===== src/rtl/seq_ctrl_pkg.sv =====
// rtl/seq_ctrl_pkg.sv - shared types and LUT entry layout for sequencer_ctrl
package seq_ctrl_pkg;

  localparam int LUT_ENTRY_W = 29;

  localparam int SOF_BIT = 28;
  localparam int EOF_BIT = 27;
  localparam int LEN_LSB = 11;
  localparam int LEN_W   = 16;
  localparam int REP_LSB = 3;
  localparam int REP_W   = 8;
  localparam int NS_LSB  = 0;
  localparam int NS_W    = 3;

  typedef logic [LUT_ENTRY_W-1:0] lut_entry_t;

  typedef enum logic [2:0] {
    ST_IDLE  = 3'd0,
    ST_PRE   = 3'd1,
    ST_LOAD  = 3'd2,
    ST_POST  = 3'd3,
    ST_RUN   = 3'd4,
    ST_FAULT = 3'd5
  } ctrl_state_e;

  typedef enum logic [2:0] {
    SEQ_RST          = 3'd0,
    SEQ_IDLE         = 3'd1,
    SEQ_PANEL_STABLE = 3'd2,
    SEQ_BACK_BIAS    = 3'd3,
    SEQ_INTEGRATE    = 3'd4,
    SEQ_READ_SETUP   = 3'd5,
    SEQ_SETTLE       = 3'd6,
    SEQ_READOUT      = 3'd7
  } seq_state_e;

  function automatic lut_entry_t pack_entry(input logic sof, input logic eof,
                                            input logic [LEN_W-1:0] len,
                                            input logic [REP_W-1:0] rep,
                                            input seq_state_e ns);
    lut_entry_t e;
    e = '0;
    e[SOF_BIT] = sof;
    e[EOF_BIT] = eof;
    e[LEN_LSB +: LEN_W] = len;
    e[REP_LSB +: REP_W] = rep;
    e[NS_LSB +: NS_W] = ns;
    return e;
  endfunction

endpackage


===== src/rtl/seq_ctrl_shadow_ram.sv =====
// rtl/seq_ctrl_shadow_ram.sv - shadow LUT buffer, registered write, async read
module seq_ctrl_shadow_ram
  import seq_ctrl_pkg::*;
#(
  parameter int DEPTH = 16
) (
  input  logic                     clk,
  input  logic                     we_i,
  input  logic [$clog2(DEPTH)-1:0] waddr_i,
  input  lut_entry_t               wdata_i,
  input  logic [$clog2(DEPTH)-1:0] raddr_i,
  output lut_entry_t               rdata_o
);

  lut_entry_t mem_q [DEPTH];

  always_ff @(posedge clk) begin
    if (we_i) mem_q[waddr_i] <= wdata_i;
  end

  assign rdata_o = mem_q[raddr_i];

endmodule


===== src/rtl/sequencer_ctrl.sv =====
// rtl/sequencer_ctrl.sv - LUT load and run lifecycle controller for sequencer_fsm
// Optional RUN watchdog with FAULT state: SEQ_CTRL_WATCHDOG_EN
module sequencer_ctrl
  import seq_ctrl_pkg::*;
#(
  parameter int LUT_DEPTH   = 16,
  parameter int PRE_HOLD    = 4,
  parameter int POST_HOLD   = 2,
  parameter int WDOG_CYCLES = 65536
) (
  input  logic        clk,
  input  logic        reset_n_i,
  input  logic        cfg_valid_i,
  output logic        cfg_ready_o,
  input  lut_entry_t  cfg_data_i,
  input  logic        clear_i,
  input  logic        start_i,
  input  logic        abort_i,
  input  logic [15:0] frame_count_i,
  output logic        seq_reset_o,
  output logic        seq_lut_wen_o,
  output lut_entry_t  seq_lut_wdata_o,
  input  logic        seq_done_i,
  output logic [2:0]  state_o,
  output logic        busy_o,
  output logic        done_o,
  output logic        error_o,
  output logic [15:0] frames_done_o
);

  localparam int AW   = $clog2(LUT_DEPTH);
  localparam int CW   = AW + 1;
  localparam int HMAX = (PRE_HOLD > POST_HOLD) ? PRE_HOLD : POST_HOLD;
  localparam int HW   = $clog2(HMAX) + 1;

  ctrl_state_e   state_q, state_d;
  logic [CW-1:0] count_q, count_d, ptr_q, ptr_d;
  logic [HW-1:0] hold_q, hold_d;
  logic [15:0]   target_q, target_d, frames_q, frames_d;
  logic          error_q, error_d, done_q, done_d;
  logic          seq_reset_q, seq_reset_d, wen_q, wen_d;
  lut_entry_t    wdata_q, wdata_d, rd_data;
  logic          wr_acc, start_ok, launch, wd_expired;

  assign cfg_ready_o = (state_q == ST_IDLE) && (count_q < CW'(LUT_DEPTH));
  assign wr_acc      = cfg_valid_i && cfg_ready_o;
  assign start_ok    = start_i && !abort_i;

  seq_ctrl_shadow_ram #(.DEPTH(LUT_DEPTH)) u_shadow (
    .clk     (clk),
    .we_i    (wr_acc && !clear_i),
    .waddr_i (count_q[AW-1:0]),
    .wdata_i (cfg_data_i),
    .raddr_i (ptr_q[AW-1:0]),
    .rdata_o (rd_data)
  );

`ifdef SEQ_CTRL_WATCHDOG_EN
  localparam int WW = $clog2(WDOG_CYCLES);
  logic [WW-1:0] wd_q, wd_d;

  // Counter only advances while RUN sees no completion, so it restarts on RUN entry.
  always_comb begin
    wd_d = '0;
    if (state_q == ST_RUN && !seq_done_i) wd_d = wd_q + WW'(1);
  end

  always_ff @(posedge clk or negedge reset_n_i) begin
    if (!reset_n_i) wd_q <= '0;
    else            wd_q <= wd_d;
  end

  assign wd_expired = (state_q == ST_RUN) && !seq_done_i && (wd_q == WW'(WDOG_CYCLES - 1));
`else
  logic unused_wdog;
  assign unused_wdog = (WDOG_CYCLES != 0);
  assign wd_expired  = 1'b0;
`endif

  always_ff @(posedge clk or negedge reset_n_i) begin
    if (!reset_n_i) begin
      state_q     <= ST_IDLE;
      count_q     <= '0;
      ptr_q       <= '0;
      hold_q      <= '0;
      target_q    <= '0;
      frames_q    <= '0;
      error_q     <= 1'b0;
      done_q      <= 1'b0;
      seq_reset_q <= 1'b1;
      wen_q       <= 1'b0;
      wdata_q     <= '0;
    end else begin
      state_q     <= state_d;
      count_q     <= count_d;
      ptr_q       <= ptr_d;
      hold_q      <= hold_d;
      target_q    <= target_d;
      frames_q    <= frames_d;
      error_q     <= error_d;
      done_q      <= done_d;
      seq_reset_q <= seq_reset_d;
      wen_q       <= wen_d;
      wdata_q     <= wdata_d;
    end
  end

  always_comb begin
    state_d  = state_q;
    count_d  = count_q;
    ptr_d    = ptr_q;
    hold_d   = hold_q;
    target_d = target_q;
    frames_d = frames_q;
    error_d  = error_q;
    launch   = 1'b0;

    if (state_q == ST_IDLE) begin
      if (clear_i)     count_d = '0;
      else if (wr_acc) count_d = count_q + CW'(1);
    end

    case (state_q)
      ST_IDLE:  launch = start_ok;
      ST_PRE: begin
        if (abort_i) state_d = ST_IDLE;
        else if (hold_q == HW'(PRE_HOLD - 1)) begin
          state_d = ST_LOAD;
          ptr_d   = CW'(1);
          hold_d  = '0;
        end else hold_d = hold_q + HW'(1);
      end
      // ptr_q is the entry presented on the current edge; reaching count ends the burst.
      ST_LOAD: begin
        if (abort_i)               state_d = ST_IDLE;
        else if (ptr_q == count_q) state_d = ST_POST;
        else                       ptr_d   = ptr_q + CW'(1);
      end
      ST_POST: begin
        if (abort_i) state_d = ST_IDLE;
        else if (hold_q == HW'(POST_HOLD - 1)) begin
          state_d = ST_RUN;
          hold_d  = '0;
        end else hold_d = hold_q + HW'(1);
      end
      ST_RUN: begin
        if (seq_done_i) frames_d = frames_q + 16'd1;
        if (abort_i) state_d = ST_IDLE;
        else if (seq_done_i && (target_q != 16'd0) && (frames_d == target_q)) state_d = ST_IDLE;
        else if (wd_expired) begin
          state_d = ST_FAULT;
          error_d = 1'b1;
        end
      end
      ST_FAULT: begin
        if (abort_i) state_d = ST_IDLE;
        else         launch  = start_i;
      end
      default: state_d = ST_IDLE;
    endcase

    if (launch) begin
      if (count_d != '0) begin
        state_d  = ST_PRE;
        hold_d   = '0;
        ptr_d    = '0;
        frames_d = '0;
        error_d  = 1'b0;
        target_d = frame_count_i;
      end else begin
        state_d = ST_IDLE;
        error_d = 1'b1;
      end
    end
  end

  always_comb begin
    seq_reset_d = (state_d != ST_RUN);
    wen_d       = (state_d == ST_LOAD);
    wdata_d     = wen_d ? rd_data : wdata_q;
    done_d      = (state_q == ST_RUN) && (state_d == ST_IDLE) && !abort_i;
  end

  assign seq_reset_o     = seq_reset_q;
  assign seq_lut_wen_o   = wen_q;
  assign seq_lut_wdata_o = wdata_q;
  assign state_o         = state_q;
  assign busy_o          = (state_q != ST_IDLE);
  assign done_o          = done_q;
  assign error_o         = error_q;
  assign frames_done_o   = frames_q;

endmodule


===== config.mk =====
export PLATFORM = sky130hd
export DESIGN_NAME = sequencer_ctrl
export DESIGN_NICKNAME = d
export VERILOG_FILES = /design/src/rtl/seq_ctrl_pkg.sv /design/src/rtl/seq_ctrl_shadow_ram.sv /design/src/rtl/sequencer_ctrl.sv
export SDC_FILE = /design/constraint.sdc
export NUM_CORES = 1
export LEC_CHECK = 0
export CAP_MARGIN = 20
export CORE_MARGIN = 2
export CORE_UTILIZATION = 30
export CTS_BUF_LIST = sky130_fd_sc_hd__clkbuf_2
export DETAILED_ROUTE_END_ITERATION = 8
export HOLD_SLACK_MARGIN = 0.1
export PLACE_DENSITY_LB_ADDON = 0.12
export RECOVER_POWER = 100
export SYNTH_ARGS = -nofsm -noshare
export SYNTH_HDL_FRONTEND = slang
export SYNTH_HIERARCHICAL = 1
export SYNTH_SLANG_ARGS = --single-unit

===== constraint.sdc =====
create_clock -name clk -period 7.4 [get_ports clk]
set_input_delay 1.11 -clock clk [delete_from_list [all_inputs] [get_ports clk]]
set_output_delay 1.11 -clock clk [all_outputs]
set_load 0.01 [all_outputs]

### After elaboration in Yosys (flattened, before gate mapping)

Memories as Yosys holds them, arrays and structs flattened. A register that Yosys moved wholly into a read port is not among the register bits.
Cells that the tools add are included.

| storage, ports and cells | value |
|---|---|
| memories kept | 1 |
| input port bits | 52 |
| register bits after elaboration | 52 |
| word-level logic and storage cells | 83 |
| output and inout bits | 54 |
| memory bits (writable) | 464 |

| operators by class | value |
|---|---|
| reductions and logical operators | 17 |
| multiplexer cells | 39 |
| equality and inequality tests | 11 |
| add/sub/neg operators | 4 |
| magnitude comparators | 1 |

Memory list:

| memory | words | width | read ports | clocked after memory_dff | write ports | line | RTL |
|---|---|---|---|---|---|---|---|
| u_shadow.mem_q | 16 | 29 | 1 | 1 | 1 | seq_ctrl_shadow_ram.sv:15 | `lut_entry_t mem_q [DEPTH];` |

Operators with widths:

| kind | count |
|---|---|
| 2-to-1 mux 16 bit | 5 |
| 2-to-1 mux 3 bit | 16 |
| 2-to-1 mux 5 bit | 9 |
| case mux 3 bit (6 select lines) | 1 |
| adder 16 x 1 -> 16 bit, second input constant | 1 |
| == test 16 bit | 1 |
| nonzero test 16 bit | 1 |
| == test 3 x 2 -> 1 bit, second input constant | 4 |
| adder 5 x 1 -> 5 bit, second input constant | 2 |
| case mux 5 bit (2 select lines) | 1 |
| logical AND 1 bit | 8 |
| == test 3 x 1 -> 1 bit, second input constant | 2 |
| == test 3 bit, second input constant | 2 |
| zero test 3 bit | 2 |
| case mux 3 bit (2 select lines) | 1 |
| == test 5 bit | 1 |
| less-than comparator 5 bit, second input constant | 1 |
| 2-to-1 mux 1 bit | 5 |
| nonzero test 5 bit | 1 |
| adder 3 x 1 -> 3 bit, second input constant | 1 |
| zero test 1 bit | 3 |
| != test 3 bit, second input constant | 1 |
| nonzero test 3 bit | 1 |
| case mux 1 bit (2 select lines) | 1 |
| AND reduction 2 bit | 1 |

### Depth between registers and ports, before layout

| logic depth | value |
|---|---|
| word-level depth | 12 |
| depth in mapped cells | 9 |
| mapped depth without buffers | 8 |

### Modules after synthesis

Netlist, hierarchy kept.

Modules (own cells, without submodules):

| module | area each (um^2) | cells each | sequential area each (um^2) | times used |
|---|---|---|---|---|
| seq_ctrl_shadow_ram | 17451.7 | 732 | 13933.4 | 1 |
| sequencer_ctrl | 4289.1 | 399 | 2028.2 | 1 |

### Worst setup path before layout

Ideal clock, no wire load.

| timing | value |
|---|---|
| path type | input to register |
| from | input cfg_valid_i |
| to | memory u_shadow/mem_q[0][0] in the netlist's numbering (enable) |
| slack | 2.547 ns |
| buffers on the path | 0 |
| required time | 6.949 ns |
| setup time | 0.451 ns |
| arrival time | 4.402 ns |
| cell stages on the path | 4 |
| path through | or4b_4 nor3_1 or3b_2 nor3_1 |

| on the way | value |
|---|---|
| cells in the longest elaborated chain, start to end | 4 |

Ends and longest elaborated chain:

| element | line | RTL |
|---|---|---|
| from (decl) | sequencer_ctrl.sv:13 | `input logic cfg_valid_i,` |
| logical AND 1 bit | sequencer_ctrl.sv:46 | `assign wr_acc = cfg_valid_i && cfg_ready_o;` |
| logical AND 1 bit | sequencer_ctrl.sv:51 | `.we_i (wr_acc && !clear_i),` |
| 2-to-1 mux 1 bit | seq_ctrl_shadow_ram.sv:18 | `if (we_i) mem_q[waddr_i] <= wdata_i;` |
| 2-to-1 mux 1 bit (implied by the code) | seq_ctrl_shadow_ram.sv:18 |  |
| to (decl) | seq_ctrl_shadow_ram.sv:15 |  |

No other way between the ends.

### Worst setup path after layout

| timing | value |
|---|---|
| from | register state_q[0], in the netlist state_o[0] |
| to | memory u_shadow/mem_q[15][20] in the netlist's numbering (enable) |

| on the way | value |
|---|---|
| cells in the longest elaborated chain, start to end | 6 |

Ends and longest elaborated chain:

| element | line | RTL |
|---|---|---|
| from (decl) | sequencer_ctrl.sv:36 | `ctrl_state_e state_q, state_d;` |
| from (signal assigned) | sequencer_ctrl.sv:94 | `state_q <= state_d;` |
| zero test 3 bit | sequencer_ctrl.sv:45 | `assign cfg_ready_o = (state_q == ST_IDLE) && (count_q < CW'(LUT_DEPTH));` |
| logical AND 1 bit | sequencer_ctrl.sv:45 |  |
| logical AND 1 bit | sequencer_ctrl.sv:46 |  |
| logical AND 1 bit | sequencer_ctrl.sv:51 |  |
| 2-to-1 mux 1 bit | seq_ctrl_shadow_ram.sv:18 |  |
| 2-to-1 mux 1 bit (implied by the code) | seq_ctrl_shadow_ram.sv:18 |  |

No other way between the ends.

==> flow_metrics.env <==
export IMPL_status="finished with violations"
export IMPL_failed_checks="max-capacitance violations, max-slew violations"
export IMPL_setup_slack_ns=1.901
export IMPL_vias_per_cell=4.788
export IMPL_rsz0062_at_grt="no"
export IMPL_max_freq_ghz=0.1819
export IMPL_yosys_area_top_type="edfxtp_1"
export IMPL_post_route_period_util_pct=74.31
export IMPL_remaining_drc_errors=0
export IMPL_dpl_worst_slack_ns=2.681
export IMPL_grt_pass1_wl_um=79850
export IMPL_async_flop_share_pct=14.86
export IMPL_dp_cells=2150
export IMPL_maxSlewHeadroom_pct=-131.4
export IMPL_cpMaxStageDelayCell="nor2_1"
export IMPL_synth_main_ff_cell="edfxtp_1"
export IMPL_crit_type="flip-flop to flip-flop"
export IMPL_slowest_delay_ns=1.75
export IMPL_crit_chain="or4b_1 -> nor3_1 -> nand3_1 -> nor2_1 -> clkbuf_1"
export IMPL_vias=11607
export IMPL_regArea_um2=15970
export IMPL_netlist_instances=1131
export IMPL_nNetsFinal=1413
export IMPL_holdPathEnd="target_q[13]"
export IMPL_core_area_um2=71610
export IMPL_drt_initial_drc_count=708
export IMPL_cts_tree="built"
export IMPL_clk_latency_ns=1.31
export IMPL_grt_max_degree=52
export IMPL_fin_skew_ns=0.1023
export IMPL_gp_congestion=0.7535
export IMPL_grt_pass1_vias=12405
export IMPL_fin_crit_ns=5.499
export IMPL_synth_seq_area_share_pct=73.42
export IMPL_fin_setup_tns_ns=0
export IMPL_pin_count=106
export IMPL_worstPathMaxFanout=20
export IMPL_powerDensity_nw_per_um2=280.0
export IMPL_min_path_cells=2
export IMPL_grt_overflow_total=0
export IMPL_n_fill_cell=6902
export IMPL_cts_buffers=149
export IMPL_antenna_found_initial=3
export IMPL_first_pass_iters=4
export IMPL_post_cts_setup_buffers=0
export IMPL_setup_violations=0
export IMPL_whs_ns=0.4260
export IMPL_die_h_um=273.2
export IMPL_htreeDepth=4
export IMPL_yosys_top_cells_count="edfxtp_1 (464), mux4_2 (110), dfrtp_1 (80)"
export IMPL_drt_total_wl_um=53480
export IMPL_cts_sinks=545
export IMPL_crit_arrival_ns=6.35
export IMPL_cts_root_buf="clkbuf_2"
export IMPL_hold_path_class="input pin to flip-flop"
export IMPL_min_from="frame_count_i[13]"
export IMPL_maxCapViolCount=17
export IMPL_peakVddDrop_v=0.0001530
export IMPL_rows=98
export IMPL_multi_input_area_um2=5423
export IMPL_synth_cell_type_count=63
export IMPL_finalHoldViolations=0
export IMPL_synth_warnings=6
export IMPL_yosysMostFrequentCell="edfxtp_1"
export IMPL_drtAntennaViolNets=0
export IMPL_crit_required_ns=8.25
export IMPL_clockBufferDepth=3
export IMPL_p_leak_uw=0.008493
export IMPL_synth_enable_flop_cells=464
export IMPL_area_growth_pct=15.90
export IMPL_hpwl_um=29900
export IMPL_syn_area_um2=21740
export IMPL_syn_nets=1190
export IMPL_slew_violations=441
export IMPL_wl_per_cell_um=22.06
export IMPL_die_area_um2=74640
export IMPL_r2r_end="u_shadow/mem_q[15][20]"
export IMPL_dieWidth_um=273.2
export IMPL_start_kind="flip-flop"
export IMPL_synth_area_per_cell_um2=19.22
export IMPL_worst_r2r_path_depth=5
export IMPL_synth_area_leaders="edfxtp_1 (64%), mux4_2 (11%), dfrtp_1 (9.2%)"
export IMPL_grt_usage_pct=14.73
export IMPL_clk_pin_slew_ns=0.10
export IMPL_drive_above_1_share_pct=28.35
export IMPL_stdcell_count=2424
export IMPL_start_util_pct=30.36
export IMPL_yosys_register_bits=545
export IMPL_synth_top_area_share_pct=64.09
export IMPL_r2r_slack_ns=1.90
export IMPL_io_buffers=105
export IMPL_r2r_start="state_o[0]"
export IMPL_endpoint_kind="flip-flop"
export IMPL_tightest_slew_ns=3.470
==> state kept, by name (all words and copies together) (netlist names) <==
register / cells
ptr_q: 5
done_o: 1
error_o: 1
frames_done_o: 16
count_q: 5
u_shadow/mem_q: 464
state_o: 3
target_q: 16
seq_reset_o: 1
seq_lut_wen_o: 1
hold_q: 3
seq_lut_wdata_o: 29
==> layer usage <==
metal | GRT usage (%) | routed length [um]
met2 | 22.93 | 25280
met3 | 3.877 | 2398
met4 | 6.370 | 1457
met1 | 19.45 | 24340
met5 | 0 | 8
==> how the worst max path moves through the flow <==
| stage | depth (start not counted) | end | slack, ns | from |
|---|---|---|---|---|
| global placement | 5 | u_shadow/mem_q[2][20] | 2.74 | cfg_valid_i |
| global route | 6 | ptr_q[3] | 1.60 | ptr_q[1] |
| finish | 5 | u_shadow/mem_q[15][20] | 1.90 | state_o[0] |
| CTS | 4 | cfg_ready_o | 3.10 | state_o[0] |
| detailed placement | 6 | u_shadow/mem_q[13][20] | 2.68 | cfg_valid_i |
| floorplan | 4 | u_shadow/mem_q[0][0] | 2.55 | cfg_valid_i |
==> power by group <==
part / total [uW] / switching, uW / internal (uW)
combinational: 1180 / 563 / 622
sequential: 3690 / 160 / 3530
clock: 2180 / 1260 / 922
==> timing repair <==
action | 4_1_cts | 5_1_grt
hold buffers | 1 | 0
gates resized for setup | 0 | 0
endpoints found under the hold margin | 32 | 0
==> area by class of cell <==
type,instances,area share [%]
tap,950,4.717
timing repair buffer,132,4.678
antenna,3,0.02979
clock inverter,28,0.7300
sequential,545,63.38
inverter,12,0.1788
clock buffer,240,4.767
multi-input combinational,514,21.52
==> cells in the final DEF, fill, tap and decap left out, types with 17 or more instances in the layout <==
master and instances:
dlygate4sd3_1 84, nor2_1 47, clkbuf_1 20, mux4_2 110, dfrtp_1 78, clkdlybuf4s50_1 21
clkbuf_2 240, a22oi_1 59, xnor2_1 32, mux2_2 33, edfxtp_1 464, a21oi_1 17
nand2_1 52, clkinv_1 17, nor3_1 18
==> critical path: cells and delay by family (launching register included) <==
family        cells  cell delay [ns]
buf+inv           1             1.02
flops             1             0.62
simple gates      4             3.46
==> logic make-up (layout without fill, tap and decap cells) <==
family | count (synthesis) | after routing | share of synthesized area [%]
mux | 164 | 164 | 14.76
buf+inv | 72 | 412 | 1.692
flops | 545 | 545 | 73.42
xor+xnor | 45 | 45 | 1.813
simple gates | 190 | 190 | 4.299
fa+ha+maj | 7 | 7 | 0.4028
other cells | 0 | 3 | 0
compound gates | 108 | 108 | 3.614
==> stage by stage <==
stage                     utilization [%]  total power (uW)  instance area [um^2]
final                               35.19              7055                 25200
after global routing                35.18              7471                 25190
after CTS                           35.45              7302                 25380
after detailed placement            33.50              5052                 23990
after global placement              33.50              5046                 23990
after floorplan                         -              4551                 21740
No activity file was read; power rests on OpenSTA's default activity.
